<file path="src/rtl/rsa_host_sequencer.sv">
// Host-side job sequencer for the RSA accelerator: programs key and start over AXI4-Lite,
// polls for completion, reads the result and streams the trace buffer out.
module rsa_host_sequencer #(
    parameter int C_M_AXI_ADDR_WIDTH = 16,
    parameter int C_M_AXI_DATA_WIDTH = 32,
    parameter int POLL_MAX           = 10000
) (
    input  logic                            CLOCK,
    input  logic                            RESET,
    input  logic                            CMD_START,
    input  logic [31:0]                     CMD_KEY,
    input  logic [14:0]                     CMD_LEN,
    output logic                            BUSY,
    output logic                            DONE,
    output logic [1:0]                      ERR,
    output logic [31:0]                     RESULT,
    output logic [31:0]                     TRACE_DATA,
    output logic                            TRACE_VALID,
    input  logic                            TRACE_READY,
    output logic [C_M_AXI_ADDR_WIDTH-1:0]   M_AXI_AWADDR,
    output logic                            M_AXI_AWVALID,
    input  logic                            M_AXI_AWREADY,
    output logic [C_M_AXI_DATA_WIDTH-1:0]   M_AXI_WDATA,
    output logic [C_M_AXI_DATA_WIDTH/8-1:0] M_AXI_WSTRB,
    output logic                            M_AXI_WVALID,
    input  logic                            M_AXI_WREADY,
    input  logic [1:0]                      M_AXI_BRESP,
    input  logic                            M_AXI_BVALID,
    output logic                            M_AXI_BREADY,
    output logic [C_M_AXI_ADDR_WIDTH-1:0]   M_AXI_ARADDR,
    output logic                            M_AXI_ARVALID,
    input  logic                            M_AXI_ARREADY,
    input  logic [C_M_AXI_DATA_WIDTH-1:0]   M_AXI_RDATA,
    input  logic [1:0]                      M_AXI_RRESP,
    input  logic                            M_AXI_RVALID,
    output logic                            M_AXI_RREADY
);

    localparam logic [2:0] S_IDLE      = 3'd0;
    localparam logic [2:0] S_WR_KEY    = 3'd1;
    localparam logic [2:0] S_WR_START  = 3'd2;
    localparam logic [2:0] S_POLL      = 3'd3;
    localparam logic [2:0] S_RD_RESULT = 3'd4;
    localparam logic [2:0] S_RD_TRACE  = 3'd5;
    localparam logic [2:0] S_OUT_TRACE = 3'd6;
    localparam logic [2:0] S_FINISH    = 3'd7;

    localparam logic [C_M_AXI_ADDR_WIDTH-1:0] ADDR_RESULT = C_M_AXI_ADDR_WIDTH'(16'hFFF0);
    localparam logic [C_M_AXI_ADDR_WIDTH-1:0] ADDR_STATUS = C_M_AXI_ADDR_WIDTH'(16'hFFF4);
    localparam logic [C_M_AXI_ADDR_WIDTH-1:0] ADDR_KEY    = C_M_AXI_ADDR_WIDTH'(16'hFFF8);
    localparam logic [C_M_AXI_ADDR_WIDTH-1:0] ADDR_START  = C_M_AXI_ADDR_WIDTH'(16'hFFFC);

    localparam logic [1:0] ERR_OK      = 2'b00;
    localparam logic [1:0] ERR_BUS     = 2'b01;
    localparam logic [1:0] ERR_TIMEOUT = 2'b10;

    logic [2:0]  state;
    logic [14:0] len_q;
    logic [14:0] idx;
    logic [31:0] poll_cnt;

    logic aw_hs, w_hs, b_hs, ar_hs, r_hs;

    function automatic logic [C_M_AXI_ADDR_WIDTH-1:0] trace_addr(input logic [14:0] i);
        return C_M_AXI_ADDR_WIDTH'({2'b00, i[13:0]});
    endfunction

    assign aw_hs = M_AXI_AWVALID & M_AXI_AWREADY;
    assign w_hs  = M_AXI_WVALID  & M_AXI_WREADY;
    assign b_hs  = M_AXI_BREADY  & M_AXI_BVALID;
    assign ar_hs = M_AXI_ARVALID & M_AXI_ARREADY;
    assign r_hs  = M_AXI_RREADY  & M_AXI_RVALID;

    assign DONE        = (state == S_FINISH);
    assign M_AXI_WSTRB = '1;

    always_ff @(posedge CLOCK) begin
        if (RESET) begin
            state         <= S_IDLE;
            BUSY          <= 1'b0;
            ERR           <= ERR_OK;
            RESULT        <= '0;
            TRACE_DATA    <= '0;
            TRACE_VALID   <= 1'b0;
            M_AXI_AWADDR  <= '0;
            M_AXI_AWVALID <= 1'b0;
            M_AXI_WDATA   <= '0;
            M_AXI_WVALID  <= 1'b0;
            M_AXI_BREADY  <= 1'b0;
            M_AXI_ARADDR  <= '0;
            M_AXI_ARVALID <= 1'b0;
            M_AXI_RREADY  <= 1'b0;
            len_q         <= '0;
            idx           <= '0;
            poll_cnt      <= '0;
        end else begin
            // Address/data valids retire on their own handshakes; R is only accepted after AR.
            if (aw_hs) M_AXI_AWVALID <= 1'b0;
            if (w_hs)  M_AXI_WVALID  <= 1'b0;
            if (ar_hs) begin
                M_AXI_ARVALID <= 1'b0;
                M_AXI_RREADY  <= 1'b1;
            end

            case (state)
                S_IDLE: begin
                    if (CMD_START) begin
                        state         <= S_WR_KEY;
                        BUSY          <= 1'b1;
                        ERR           <= ERR_OK;
                        len_q         <= CMD_LEN;
                        M_AXI_AWADDR  <= ADDR_KEY;
                        M_AXI_WDATA   <= C_M_AXI_DATA_WIDTH'(CMD_KEY);
                        M_AXI_AWVALID <= 1'b1;
                        M_AXI_WVALID  <= 1'b1;
                        M_AXI_BREADY  <= 1'b1;
                    end
                end
                S_WR_KEY, S_WR_START: begin
                    if (b_hs) begin
                        M_AXI_BREADY <= 1'b0;
                        if (M_AXI_BRESP != 2'b00) begin
                            ERR   <= ERR_BUS;
                            state <= S_FINISH;
                        end else if (state == S_WR_KEY) begin
                            state         <= S_WR_START;
                            M_AXI_AWADDR  <= ADDR_START;
                            M_AXI_WDATA   <= C_M_AXI_DATA_WIDTH'(1);
                            M_AXI_AWVALID <= 1'b1;
                            M_AXI_WVALID  <= 1'b1;
                            M_AXI_BREADY  <= 1'b1;
                        end else begin
                            state         <= S_POLL;
                            poll_cnt      <= '0;
                            M_AXI_ARADDR  <= ADDR_STATUS;
                            M_AXI_ARVALID <= 1'b1;
                        end
                    end
                end
                S_POLL: begin
                    if (r_hs) begin
                        M_AXI_RREADY <= 1'b0;
                        if (M_AXI_RRESP != 2'b00) begin
                            ERR   <= ERR_BUS;
                            state <= S_FINISH;
                        end else if (M_AXI_RDATA[0]) begin
                            state         <= S_RD_RESULT;
                            M_AXI_ARADDR  <= ADDR_RESULT;
                            M_AXI_ARVALID <= 1'b1;
                        end else if (poll_cnt == 32'(POLL_MAX - 1)) begin
                            ERR   <= ERR_TIMEOUT;
                            state <= S_FINISH;
                        end else begin
                            poll_cnt      <= poll_cnt + 32'd1;
                            M_AXI_ARADDR  <= ADDR_STATUS;
                            M_AXI_ARVALID <= 1'b1;
                        end
                    end
                end
                S_RD_RESULT: begin
                    if (r_hs) begin
                        M_AXI_RREADY <= 1'b0;
                        RESULT       <= 32'(M_AXI_RDATA);
                        if (M_AXI_RRESP != 2'b00) begin
                            ERR   <= ERR_BUS;
                            state <= S_FINISH;
                        end else if (len_q == 15'd0) begin
                            state <= S_FINISH;
                        end else begin
                            state         <= S_RD_TRACE;
                            idx           <= '0;
                            M_AXI_ARADDR  <= trace_addr(15'd0);
                            M_AXI_ARVALID <= 1'b1;
                        end
                    end
                end
                S_RD_TRACE: begin
                    if (r_hs) begin
                        M_AXI_RREADY <= 1'b0;
                        if (M_AXI_RRESP != 2'b00) begin
                            ERR   <= ERR_BUS;
                            state <= S_FINISH;
                        end else begin
                            TRACE_DATA  <= 32'(M_AXI_RDATA);
                            TRACE_VALID <= 1'b1;
                            state       <= S_OUT_TRACE;
                        end
                    end
                end
                S_OUT_TRACE: begin
                    // Next trace read is held back until the current word leaves.
                    if (TRACE_READY) begin
                        TRACE_VALID <= 1'b0;
                        if (idx == len_q - 15'd1) begin
                            state <= S_FINISH;
                        end else begin
                            idx           <= idx + 15'd1;
                            M_AXI_ARADDR  <= trace_addr(idx + 15'd1);
                            M_AXI_ARVALID <= 1'b1;
                            state         <= S_RD_TRACE;
                        end
                    end
                end
                S_FINISH: begin
                    state <= S_IDLE;
                    BUSY  <= 1'b0;
                end
                default: state <= S_IDLE;
            endcase
        end
    end

endmodule

</file>
<file path="config.mk">
export PLATFORM = sky130hd
export DESIGN_NAME = rsa_host_sequencer
export DESIGN_NICKNAME = d
export VERILOG_FILES = /design/src/rtl/rsa_host_sequencer.sv
export SDC_FILE = /design/constraint.sdc
export NUM_CORES = 1
export LEC_CHECK = 0
export BUFFER_PORTS_ARGS = -buffer_cell sky130_fd_sc_hd__buf_4
export CAP_MARGIN = 10
export CORE_ASPECT_RATIO = 0.5
export CORE_MARGIN = 5
export CORE_UTILIZATION = 56
export CTS_CLUSTER_SIZE = 8
export DETAILED_ROUTE_END_ITERATION = 16
export GPL_TIMING_DRIVEN = 0
export PLACE_DENSITY = 0.85
export SLEW_MARGIN = 20
export SYNTH_ARGS = -nofsm -noshare
export SYNTH_HDL_FRONTEND = slang
export SYNTH_SLANG_ARGS = --single-unit
</file>
<file path="constraint.sdc">
create_clock -name CLOCK -period 7.6 [get_ports CLOCK]
set_input_delay 1.14 -clock CLOCK [delete_from_list [all_inputs] [get_ports CLOCK]]
set_output_delay 1.14 -clock CLOCK [all_outputs]
set_load 0.02 [all_outputs]
</file>
**After elaboration in Yosys (flattened, before gate mapping)**

Index checks and enable logic that the tools add are counted.
Widths: inputs -> output; s select.

- Input port bits: 92
- Bits in registers: 202
- Output and inout port bits: 142

- Multiplexer cells: 102
- Bitwise logic cells: 6
- Equal/unequal tests: 32
- Reductions and logical operators: 26
- Add/subtract/negate cells: 3

Operators with widths:

| operator | count |
|---|---|
| $mux 32 | 11 |
| $mux 16 | 16 |
| $pmux 32 s2 | 2 |
| $mux 15 | 5 |
| $pmux 16 s4 | 1 |
| $mux 1 | 35 |
| $ne 2x2->1 const B | 17 |
| $add 32x1->32 const B | 1 |
| $eq 32x14->1 const B | 1 |
| $pmux 16 s2 | 1 |
| $mux 3 | 10 |
| $pmux 15 s2 | 1 |
| $mux 2 | 12 |
| $pmux 3 s7 | 1 |
| $add 15x1->15 const B | 1 |
| $eq 15x15->1 | 1 |
| $logic_not 15->1 | 1 |
| $sub 15x1->15 const B | 1 |
| $reduce_bool 2->1 | 7 |
| $eq 3x3->1 const B | 4 |
| $reduce_and 12->1 | 1 |
| $pmux 1 s2 | 5 |
| $ne 3x3->1 const B | 3 |
| $reduce_and 9->1 | 1 |
| 19 further kinds | 30 |

**Longest topological paths before layout**

- Depth in word-level cells: 7
- Mapped depth: 11
- Mapped depth without buffers: 9

**Least setup slack after synthesis**

OpenSTA, ideal clock, no wires.

- Path kind: input port to flip-flop
- Start: input M_AXI_BRESP[1]
- End: register poll_cnt[28]
- Arrival time: 3.014 ns
- Path buffers: 0
- Setup time: 0.128 ns
- Stages on the path: 7
- Slack: 4.459 ns
- Cells stage by stage: nor4bb_1 > a2bb2oi_1 > nor2_1 > a2111oi_1 > nand4_1 > xor2_1 > nor2_1

- Longest elaborated chain between the ends: 3

Ends and longest elaborated chain:

| element | line | source |
|---|---|---|
| from (decl) | 27 | `input logic [1:0] M_AXI_BRESP,` |
| $reduce_bool 2->1 | 122 | `if (M_AXI_BRESP != 2'b00) begin` |
| $ne 2x2->1 (no source line) | - |  |
| $reduce_and 8->1 (no source line) | - |  |
| to (signal assigned) | 154 | `poll_cnt <= poll_cnt + 32'd1;` |
| to (decl) | 60 | `logic [31:0] poll_cnt;` |

Every way passes these cells.
A chain may end at the register's enable or synchronous reset.

**Worst setup path after layout**

- Start: register state[1]
- End: output DONE

- Longest elaborated chain between the ends: 1

Ends and longest elaborated chain:

| element | line | source |
|---|---|---|
| from (decl) | 57 | `logic [2:0] state;` |
| from (signal assigned) | 79 | `state <= S_IDLE;` |
| from (signal assigned) | 108 | `state <= S_WR_KEY;` |
| from (signal assigned) | 124 | `state <= S_FINISH;` |
| $eq 3x3->1 | 74 | `assign DONE = (state == S_FINISH);` |
| to (decl) | 14 | `output logic DONE,` |

Every way passes these cells.

==> results.md <==
- GPL Wtd Cong: approximately 0.94
- Critical Path Slowest Stage Cell: buf_1
- Post-synth top area share: 44.8%
- Final Hold Viols: 0
- Unrepaired setup endpoints after global routing: no
- Top cells by area, synth: dfxtp_1 45%, nand2_1 9.0%, a21oi_1 6.2%, nor2_1 4.0%, xor2_1 3.4%
- Placement row count: 31
- Post-layout instance area: around 11000 um2
- # nets final: roughly 1400
- Worst r2r src: len_q[8]$_SDFFE_PP0P_
- Fin crit share: approximately half
- Setup bufs post-CTS: 0
- Synth warn: 0
- Ys flop type: dfxtp_1
- Num CTS Buffers: 17
- Pre-antenna DRT Iters: 6
- Clock Sink Count: 187
- Worst-Margin Slew: between 1 and 1.5 ns
- Mapped Area: approximately 8400 um2
- Netlist cell types: 80
- Vias in the first global route: 7688
- Post-synth top cells: 201 x nand2_1, 187 x dfxtp_1, 103 x a21oi_1
- Crit-path cells: clkbuf_1 > clkbuf_8 > clkbuf_1 > buf_1 > nand3_1 > inv_1 > buf_4
- Core Region: between 10000 and 15000 um2
- HP Start: RESULT[27]$_SDFFE_PP0P_
- VDD IR-drop max: roughly 160 uV
- Gr usage total: 26.9%
- Max Used Layer: met4
- First-pass GRT wire length: 38.5 mm
- CP delay by family, top: buffers and inverters
- Arr. time, crit path: approximately 2.6 ns
- Total of cells resized after clock tree synthesis: 0
- CTS H-tree depth: 4
- Worst slew margin: 28.3%
- Via/cell ratio: 5.56
- Register Area: about 3700 um2
- Routed wl met3: 1.87 mm
- Clock Skews: 0.0153 ns
- Worst path max stage delay: 0.49 ns
- DRC Markers: 0
- WL met1: 10.7 mm
- HPWL after DPL: between 15 and 20 mm
- Global route overflow: 0
- Reg clk slew, reported paths: 0.08 ns
- Initial core utilization: 57.4%
- Critical Path Stages: 7
- Reg2reg path depth: 8
- Yosys top cell by area: dfxtp_1
- FMAX: about 270 MHz
- Layout cell share with drive strength beyond 1: 24.4%
- PD cells: 272 nW/um2
- Drt initial violations: 504
- Pin count of the biggest net entering global routing: 19
- Met2 routed WL: 12.2 mm
- Setup TNS: 0 ns
- Hold/Removal Path Class: reg -> reg
- Chip width: 183 um
- Min-Delay Path Depth: 2
- Most common cell in the netlist: nand2_1
- Max_cap viols: 0
- Leak Pwr: ~0.0044 uW
- CP dominant cell by count: clkbuf_1
- Hold-fix buffers, CTS: 0
- Seq/Total Area, Yosys: 44.8%
- Cells after DPL: 1439
- Status: finished clean
- Clock tree buffer depth: 2
- TritonCTS clock tree: yes
- Die height: a little under 100 um
- Post-synth EDFFs: 0
- Setup violators final: 0
- CP bufs+invs: 6
- Antenna violations before repair: 0
- CP endpoint kind: output pin
- Final min period: 3.75 ns
- DR vias: 8171
- Required @ worst endpoint: between 6 and 7 ns
- Placement-stage cell area: 10300 um2
- Finished Layout Cells: 1470
- Synth-to-layout area growth: 30.4%
- DRT antenna net count: 0
- Area of the multi-input gates: 4110 um2
- Drt total wl: 25.0 mm
- Io pins: 234
- Crit start category: register
- Drt wl/cell: 17.0 um
- DIE AREA: 17600 um2
- Average size of a mapped cell: 8.27 um2
- Hold path endpoint: RESULT[27]$_SDFFE_PP0P_
- Worst-Skew Late Latency: 0.43 ns
- IO Port Bufs: 227
- Max Fanout on Critical Path: 10
- Post-synth ARST share: 0%
- Reg2Reg Setup Slack: between 4 and 5 ns
- Root Driver: clkbuf_16
- Fillers: roughly 1100
- Synthesized instance count: 1010
- Power, Total: slightly below 3000 uW
- Critical path class: reg -> out
- Worst r2r dst: M_AXI_ARADDR[6]$_SDFFE_PP0P_
- N_diodes: 0
- Slew Viols, Final: 0
- Seq cells post-synth: roughly 190
[stage by stage]
stage	setup WS, ns	hold WS (ns)	util [%]
detailed placement	3.68	0.447	71.0
finish	3.85	0.458	74.9
global route	3.72	0.473	74.9
CTS	3.91	0.458	74.8
floorplan	4.46	0.449	-
global placement	3.55	0.442	71.0
[worst max-delay path by stage]
stage / to / startpoint
floorplan: poll_cnt[28]$_SDFFE_PP0P_ / M_AXI_BRESP[1]
global placement: poll_cnt[28]$_SDFFE_PP0P_ / M_AXI_BRESP[1]
detailed placement: poll_cnt[10]$_SDFFE_PP0P_ / M_AXI_BRESP[1]
CTS: DONE / state[1]$_SDFFE_PP0P_
global route: DONE / state[1]$_SDFFE_PP0P_
finish: DONE / state[1]$_SDFFE_PP0P_
[cell families after synthesis]
group                      after synthesis  share of synthesized area (%)
xor gates and xnor gates                62                           6.50
muxes                                    6                          0.734
and+or+nand+nor                        422                           23.5
buffers and inverters                  107                           6.35
DFF                                    187                           44.8
adders and majority gates                4                          0.569
AOI/OAI and AO/OA                      220                           17.5
other                                    2                         0.0899
[placed cells by master (no fill, tap or decap), types with 24 or more instances in the layout]
cell type	n
xor2_1	32
a21oi_1	103
dfxtp_1	187
clkbuf_1	52
nor2_1	89
nand2_1	201
a22oi_1	31
buf_4	248
nand3_1	24
xnor2_1	30
[flip-flops by register name (all words and copies together), names as in the netlist]
signal,cells
M_AXI_WDATA,32
RESULT,32
TRACE_DATA,32
poll_cnt,32
M_AXI_ARADDR,15
idx,15
len_q,15
state,3
ERR,2
M_AXI_AWADDR,2
BUSY,1
M_AXI_ARVALID,1
M_AXI_AWVALID,1
M_AXI_BREADY,1
M_AXI_RREADY,1
M_AXI_WVALID,1
TRACE_VALID,1
[routing by layer]
metal  vias to the layer above  track usage (%)
li1                       3949                -
met1                      3897             35.1
met2                       296             46.7
met3                        29             5.13
met4                         0             6.55
met5                         -                0
[power by group]
group | switching [uW] | leakage [uW] | total (uW) | internal, uW
logic | 543 | 0.00263 | 953 | 410
registers | 84.1 | 0.00152 | 1160 | 1080
clock network | 418 | 0.000274 | 850 | 432
total | 1050 | 0.00442 | 2970 | 1920
[worst min-delay path, stage by stage, from the launching register on]
cell     delay [ns]
dfxtp_1        0.31
nand2_1        0.05
a21oi_1        0.05
[cell type report]
cell class	instances	area share, %
Buffer	86	4.15
Tap cell	198	2.27
Multi-Input combinational cell	720	37.7
Sequential cell	187	34.4
Inverter	21	0.723
Timing Repair Buffer	227	15.6
Clock inverter	14	1.23
Clock buffer	17	3.90
Note: power is estimated with default switching activity, not from simulation.
